==> src/rtl/tx_frame_gen.sv <==
// Bit-serial test-frame transmitter: silence, sync, silence, header, silence, PRBS payload.
// Optional data-bit error injection is compiled in when TX_ERR_INJECT_EN is defined.
module tx_frame_gen #(
  parameter int          SILENCE_BITS = 100,
  parameter int          SYNC_BITS    = 64,
  parameter logic [63:0] SYNC_WORD    = 64'hA5A5_F0F0_3C3C_0FF1,
  parameter int          HEADER_BITS  = 384
) (
  input  logic        clk,
  input  logic        rst,
  input  logic        tx_en,
  input  logic        start,
  input  logic        cont_mode,
  input  logic [2:0]  rate_sel,
  input  logic [1:0]  prbs_sel,
  input  logic        bit_tick,
`ifdef TX_ERR_INJECT_EN
  input  logic        err_inj_arm,
  input  logic [31:0] err_inj_idx,
  output logic        err_inj_done,
`endif
  output logic        tx_bit,
  output logic        tx_bit_vld,
  output logic        tx_busy,
  output logic        frame_done,
  output logic [2:0]  seg,
  output logic [31:0] frame_cnt,
  output logic [31:0] data_idx
);

  typedef enum logic [2:0] {
    IDLE = 3'd0, SIL1 = 3'd1, SYNC = 3'd2, SIL2 = 3'd3,
    HDR  = 3'd4, SIL3 = 3'd5, DATA = 3'd6, DONE = 3'd7
  } state_t;

  state_t      state, next_seg;
  logic [31:0] bit_cnt, seg_len, data_len;
  logic [30:0] lfsr, lfsr_nxt;
  logic [2:0]  rate_l;
  logic [1:0]  prbs_l;
  logic [7:0]  hdr_cfg;
  logic [5:0]  sync_idx;
  logic        prbs_out, seg_bit, seg_last, start_req, flip;

`ifdef TX_ERR_INJECT_EN
  logic err_arm_l;
  assign flip = err_arm_l && (data_idx == err_inj_idx);
`else
  assign flip = 1'b0;
`endif

  assign seg       = state;
  assign tx_busy   = (state != IDLE) && (state != DONE);
  assign start_req = tx_en && (((state == IDLE) && start) || ((state == DONE) && cont_mode));
  assign hdr_cfg   = {rate_l, prbs_l, 3'b000};
  assign sync_idx  = 6'(SYNC_BITS - 1) - bit_cnt[5:0];
  assign seg_last  = (bit_cnt == seg_len - 32'd1);

  // NOTE: every always_comb output gets a default first so no path infers a latch.
  always_comb begin
    lfsr_nxt = lfsr;
    prbs_out = lfsr[6];
    case (prbs_l)
      2'd0:    lfsr_nxt[6:0]  = {lfsr[5:0], lfsr[6] ^ lfsr[5]};
      2'd1:    begin prbs_out = lfsr[8];  lfsr_nxt[8:0]  = {lfsr[7:0],  lfsr[8] ^ lfsr[4]};   end
      2'd2:    begin prbs_out = lfsr[14]; lfsr_nxt[14:0] = {lfsr[13:0], lfsr[14] ^ lfsr[13]}; end
      default: begin prbs_out = lfsr[30]; lfsr_nxt       = {lfsr[29:0], lfsr[30] ^ lfsr[27]}; end
    endcase
  end

  always_comb begin
    case (rate_l)
      3'd1:    data_len = 32'd40000;
      3'd2:    data_len = 32'd80000;
      3'd3:    data_len = 32'd160000;
      3'd4:    data_len = 32'd320000;
      3'd5:    data_len = 32'd650000;
      default: data_len = 32'd20000;
    endcase
  end

  always_comb begin
    seg_len  = 32'(SILENCE_BITS);
    next_seg = IDLE;
    seg_bit  = 1'b0;
    case (state)
      SIL1: next_seg = SYNC;
      SYNC: begin seg_len = 32'(SYNC_BITS); next_seg = SIL2; seg_bit = SYNC_WORD[sync_idx]; end
      SIL2: next_seg = HDR;
      HDR: begin
        seg_len  = 32'(HEADER_BITS);
        next_seg = SIL3;
        // Header: frame count, then {rate, prbs, 000}, then an alternating 0/1 fill.
        if (bit_cnt < 32'd32)      seg_bit = frame_cnt[5'd31 - bit_cnt[4:0]];
        else if (bit_cnt < 32'd40) seg_bit = hdr_cfg[3'd7 - bit_cnt[2:0]];
        else                       seg_bit = bit_cnt[0];
      end
      SIL3:    next_seg = DATA;
      default: ;
    endcase
  end

  // NOTE: sequential state uses non-blocking assignments so every register samples pre-edge values.
  always_ff @(posedge clk) begin
    if (rst) begin
      state      <= IDLE;
      tx_bit     <= 1'b0;
      tx_bit_vld <= 1'b0;
      frame_done <= 1'b0;
      frame_cnt  <= '0;
      data_idx   <= '0;
      bit_cnt    <= '0;
      lfsr       <= '1;
      rate_l     <= '0;
      prbs_l     <= '0;
`ifdef TX_ERR_INJECT_EN
      err_arm_l    <= 1'b0;
      err_inj_done <= 1'b0;
`endif
    end else begin
      tx_bit_vld <= 1'b0;
      frame_done <= 1'b0;
`ifdef TX_ERR_INJECT_EN
      err_inj_done <= 1'b0;
`endif
      if (!tx_en) begin
        state <= IDLE;
      end else if (start_req) begin
        rate_l    <= rate_sel;
        prbs_l    <= prbs_sel;
        frame_cnt <= frame_cnt + 32'd1;
        lfsr      <= '1;
        bit_cnt   <= '0;
        data_idx  <= '0;
        state     <= SIL1;
`ifdef TX_ERR_INJECT_EN
        err_arm_l <= err_inj_arm;
`endif
      end else begin
        case (state)
          IDLE: ;
          DONE: state <= IDLE;
          DATA: if (bit_tick) begin
            tx_bit     <= prbs_out ^ flip;
            tx_bit_vld <= 1'b1;
            lfsr       <= lfsr_nxt;
`ifdef TX_ERR_INJECT_EN
            err_inj_done <= flip;
`endif
            if (data_idx == data_len - 32'd1) begin
              frame_done <= 1'b1;
              state      <= DONE;
            end else begin
              data_idx <= data_idx + 32'd1;
            end
          end
          default: if (bit_tick) begin
            tx_bit     <= seg_bit;
            tx_bit_vld <= 1'b1;
            if (seg_last) begin
              bit_cnt <= '0;
              state   <= next_seg;
            end else begin
              bit_cnt <= bit_cnt + 32'd1;
            end
          end
        endcase
      end
    end
  end

endmodule

==> config.mk <==
export PLATFORM = sky130hd
export DESIGN_NAME = tx_frame_gen
export DESIGN_NICKNAME = d
export VERILOG_FILES = /design/src/rtl/tx_frame_gen.sv
export SDC_FILE = /design/constraint.sdc
export NUM_CORES = 1
export LEC_CHECK = 0
export ABC_CLOCK_PERIOD_IN_PS = 7250
export CAP_MARGIN = 20
export CORE_MARGIN = 1
export CORE_UTILIZATION = 46
export CTS_BUF_LIST = sky130_fd_sc_hd__clkbuf_8
export CTS_CLUSTER_DIAMETER = 40
export DETAILED_ROUTE_END_ITERATION = 10
export PLACE_DENSITY_LB_ADDON = 0.08
export SLEW_MARGIN = 20
export SYNTH_ARGS = -nofsm -noshare
export SYNTH_HDL_FRONTEND = slang
export SYNTH_SLANG_ARGS = --single-unit
==> constraint.sdc <==
create_clock -name clk -period 7.25 [get_ports clk]
set_input_delay 1.0875 -clock clk [delete_from_list [all_inputs] [get_ports clk]]
set_output_delay 1.0875 -clock clk [all_outputs]
set_load 0.03 [all_outputs]
* Word-level counts from Yosys, hierarchy flattened
Memory sizes are Yosys's and may differ from the RTL's.
Cells that the tools add are included.
** Storage, ports and cells
- Memories kept :: 1
- Logic and storage cells :: 135
- Register bits after elaboration :: 138
- Output and inout port bits :: 71
- Memory bits (writable) :: 0
- ROM bits :: 64
- Bits of input ports :: 11
- Latch bits :: 0
** Memories
- (name not given) :: depth 64, width 1, rd ports 1, clocked after memory_dff 0, write ports 0, RTL line 88 : SYNC: begin seg_len = 32'(SYNC_BITS); next_seg = SIL2; seg_bit = SYNC_WORD[sync_idx]; end
** Operators by class
- Equality and inequality tests :: 27
- Divide/modulo/power cells :: 0
- Magnitude comparators :: 5
- Reduce and logical (&&, ||, !) cells :: 32
- Bitwise logic cells :: 10
- Mux-type cells :: 38
- Shifts and indexed selects :: 0
- Add/subtract/negate cells :: 8
- $mul :: 0
** Operators with widths (count)
- two-way mux 32 bit :: 8
- one-hot mux 20 bit (5 select lines) :: 1
- adder 32 x 1 -> 32 bit (second input constant) :: 3
- two-way mux 31 bit :: 3
- equality test 32 bit :: 2
- less-than comparator 32 x 6 -> 1 bit (second input constant) :: 2
- subtractor 32 x 1 -> 32 bit (second input constant) :: 2
- AND reduction 4 bit :: 5
- equality test 3 bit (second input constant) :: 6
- one-hot mux 9 bit (2 select lines) :: 1
- two-way mux 16 bit :: 1
- one-hot mux 3 bit (5 select lines) :: 1
- equality test 3 x 2 -> 1 bit (second input constant) :: 4
- two-way mux 3 bit :: 4
- two-way mux 1 bit :: 10
- inequality test 2 bit (second input constant) :: 5
- AND reduction 5 bit :: 2
- OR reduction 5 bit :: 2
- inequality test 3 bit (second input constant) :: 3
- one-hot mux 3 bit (3 select lines) :: 1
- nonzero test 3 bit :: 3
- OR reduction 3 bit :: 3
- less-than comparator 6 x 7 -> 1 bit (second input constant) :: 1
- equality test 3 x 1 -> 1 bit (second input constant) :: 2
- 25 further kinds :: 45

* Longest topological paths before layout
- Word-level depth :: 8
- Depth in mapped cells :: 13
- Gate-level depth less buffers :: 10

* Worst setup path after synthesis
OpenSTA, ideal clock, no wires.
- Path type :: register -> register
- Start :: reg rate_l[1]
- End :: reg state[2], in the netlist seg[2]
- Cell stages (with the launch flop) :: 13
- Library setup time :: 0.118 ns
- Path buffers :: 2
- Arrival :: 2.710 ns
- Slack :: 4.422 ns
- Period minus slack after synthesis :: 2.828 ns
- Required time :: 7.132 ns
- Path through :: dfxtp_1 buf_4 inv_1 ha_1 buf_2 nor3b_1 o211ai_1 o311a_1 nor4b_4 o211ai_2 or4_4 o21ai_2 a21oi_1
** On the way
- Word-level cells in the longest chain between the ends :: 6
- Elaborated cells on any way between the ends :: 10
- Those cells by class :: add/sub (1); eq/ne (7); mux (1); reduce/logical (1)
** Ends and longest elaborated chain
- start: declaration :: RTL line 39 : logic [2:0] rate_l;
- start signal: assignment :: RTL line 129 : rate_l <= rate_sel;
- equality test 3 bit, or another cell as far along :: RTL line 72 : case (rate_l)
- one-hot mux 20 bit (5 select lines) * :: RTL line 72
- subtractor 32 x 1 -> 32 bit * :: RTL line 150 : if (data_idx == data_len - 32'd1) begin
- equality test 32 bit * :: RTL line 150
- inequality test 2 bit (no source line) *
- AND reduction 5 bit (no source line) *
- end signal: assignment :: RTL line 162 : state <= next_seg;
- end: declaration :: RTL line 36 : state_t state, next_seg;
Mark *: on every way between the ends. The rest lies on a longest branch, timed or not.
A chain may end at the register's enable or synchronous reset.

* Worst setup path after layout
- Start :: in start
- End :: reg data_idx[25]
** On the way
- Word-level cells in the longest chain between the ends :: 5
- Elaborated cells on any way between the ends :: 8
- Those cells by class :: eq/ne (1); mux (1); reduce/logical (6)
** Ends and longest elaborated chain
- start: declaration :: RTL line 12 : input logic start,
- logical AND 1 bit * :: RTL line 54 : assign start_req = tx_en && (((state == IDLE) && start) || ((state == DONE) && cont_mode));
- logical OR 1 bit * :: RTL line 54
- logical AND 1 bit * :: RTL line 54
- inequality test 2 bit (no source line) / nonzero test 2 bit (equally long branches)
- AND reduction 4 bit (no source line)
- end signal: assignment :: RTL line 154 : data_idx <= data_idx + 32'd1;
- end: declaration :: RTL line 28 : output logic [31:0] data_idx
Marks and branches as above.

==> flow_summary.yaml <==
cts:
  cts_buffers: 17
  cts_max_level: 4
  cts_setup_buffers: 0
  holdBufCountCts: 0
  ctsResizeCount: 0
  clk_pin_slew_ps: 80
  cts.sinks: 138
  clock-root-buffer: "clkbuf_8"
  cts_tree: "done"
  clk_path_buf_depth: 2
  clock_latency_ps: 460
global_route:
  first_global_vias: 6036
  globalRouteOverflowTotal: 0
  antenna_found_initial: 0
  grt_usage: 0.2295
  grt_max_degree: 50
  grt_pass1_wl_mm: 30.72
timing:
  setup_violations: 0
  tns_ps: 0
  relSlewSlack: 0.3102
  hold_viol: 0
  timing.final.crit_share: 0.5302
  rsz0062_at_grt: "false"
  worst_pin_slew_ps: 1031
  fmax_mhz: 260.1
  report.final.slew_viol_count: 0
  final.setup_skew_ps: 11.82
  post-route-min-period_ps: 3844
layout:
  multiInputGateArea_sq_mm: 0.004404
  area_delta_synth_final_pct: 16.40
  antennaDiodeCount: 0
  drive_gt1_frac: 0.08105
  final_cell_mix: "dfxtp_1, nor2_1, nand2_1"
  regArea_sq_mm: 0.002763
  layout_commonest_cell: "dfxtp_1"
  instances_no_fill: 1203
  nNetsFinal: 996
  fillers: 1531
critical_path:
  cpMostUsedCell: "nor2_1"
  end_kind: "flop"
  worstSetupPathType: "in -> reg"
  crit_chain: "clkdlybuf4s50_1 > nor4b_2 > o21a_1 > buf_4 > nor2_1 > nor4_1 > nand3_1 > xor2_1 > nor2_1"
  cp_slowest_cell: "nor4_1"
  path_max_fanout: 25
  worstSetupStartpointType: "input port"
  crit_required_ps: 7630
  max_stage_delay_ps: 790
  r2r_slack_ps: 3600
  arrival_ps: 4230
logic_synthesis:
  async_reset_ff_frac: 0
  synth_top_area_share: 0.3671
  syn-num-nets: 947
  synth_sequential_area_ratio: 0.3671
  synth_area_sq_mm: 0.007525
  yosysTopAreaCell: "dfxtp_1"
  synthFlopType: "dfxtp_1"
  ys_warn_count: 0
  synth_seq_cells: 138
  synth_cells: 925
  synth_edf_count: 0
  avgSynthCellArea_sq_um: 8.135
  synth_area_leaders: "dfxtp_1, nor2_1, nand2_1"
  ys_types: 78
power:
  p_leak_nw: 2.922
  p_per_area_mw_per_mm2: 169.2
  irDropWorstVdd_mv: 0.1209
route:
  vias: 6675
  drt_pass1_iterations: 5
  wl_mm: 18.27
  drt-wirelength-per-cell_um: 15.18
  drtAntennaViolNets: 0
  viasPerCell: 5.549
  remaining_drc_errors: 0
  drt_iter0_drc: 419
place:
  dpl.hpwl_mm: 12.52
  place_congestion: 0.8083
  place_inst: 1171
  portBuffers: 81
floorplanning:
  die_area_sq_mm: 0.01687
  core_sq_mm: 0.01594
  rows: 46
  start_util: 0.4720
  fp.dieH_um: 129.9
  io_pins: 82
  die_w_um: 129.9
hold_path:
  hold_class: "reg -> reg"
run:
  drv_cap: 0
run_status:
  outcome: "finished clean"
-- synthesized netlist by cell type (all sizes together) (3+ instances only) --
cell type,n
dfxtp,138
nor2,118
nand2,90
o21ai,61
nand3,60
a21oi,52
nor3,40
xor2,37
clkbuf,36
or3,32
xnor2,31
buf,20
inv,19
nor4,19
nand4,17
and3,15
mux4,13
ha,11
nand2b,11
nor2b,10
and4,7
nor3b,6
o211ai,6
or4,6
and2,5
mux2i,5
a211oi,4
a31oi,4
nor4b,4
o21a,4
or2,4
o2111ai,3
o221a,3
o31ai,3
-- report_power, final --
group          switching (W)  internal, W   total, W
sequential        0.00000703     0.000759   0.000766
clock               0.000330     0.000312   0.000643
combinational      0.0000486    0.0000240  0.0000725
-- worst paths after layout --
path                  start            to  cells after the start
setup / recovery      start  data_idx[25]                      9
hold / removal      lfsr[0]       lfsr[1]                      2
setup reg to reg  rate_l[1]    frame_done                      9
hold reg to reg     lfsr[0]       lfsr[1]                      2
-- cells by family after synthesis --
kind of cell,synth area share
simple gates,0.3048
compound gates,0.1355
flops,0.3671
buf+inv,0.04755
xor+xnor,0.07915
mux,0.04756
fa+ha+maj,0.01829
-- critical path: cells and delay by family --
family / cells / cell delay (ps)
AND/OR/NAND/NOR: 5 / 1510
buffers and inverters: 2 / 860
AO/OA/AOI/OAI: 1 / 580
XOR/XNOR: 1 / 180
-- per-layer routing --
layer	wire [um]	GRT usage
met3	720	0.04592
met1	9345	0.3384
met4	174	0.06156
met2	8026	0.3388
met5	0	0
-- layout make-up --
class	count	share of cell area
Sequential cell	138	0.3154
Clock buffer	17	0.02671
Inverter	19	0.008143
Multi-Input combinational cell	711	0.5029
Clock inverter	15	0.01886
Timing Repair Buffer	87	0.09714
Tap cell	216	0.03086
-- flip-flops by register name, indices dropped and copies added, names as in the netlist --
signal      cells
tx_bit_vld      1
prbs_l          2
lfsr           31
tx_bit          1
frame_cnt      32
bit_cnt        32
frame_done      1
data_idx       32
rate_l          3
seg             3
-- stage by stage --
step,util,power (W),area [sq um],setup WS (ps),hold WS [ps]
after floorplan,-,0.0008339,7525,4422,440.4
after global placement,0.5243,0.0008565,8359,3084,448.9
after detailed placement,0.5243,0.0008562,8359,3027,454.1
after CTS,0.5494,0.001499,8758,3475,471.9
after global routing,0.5494,0.001536,8758,3141,490.2
final,0.5494,0.001482,8758,3406,469.9
Note: power is estimated with default switching activity, not from simulation.
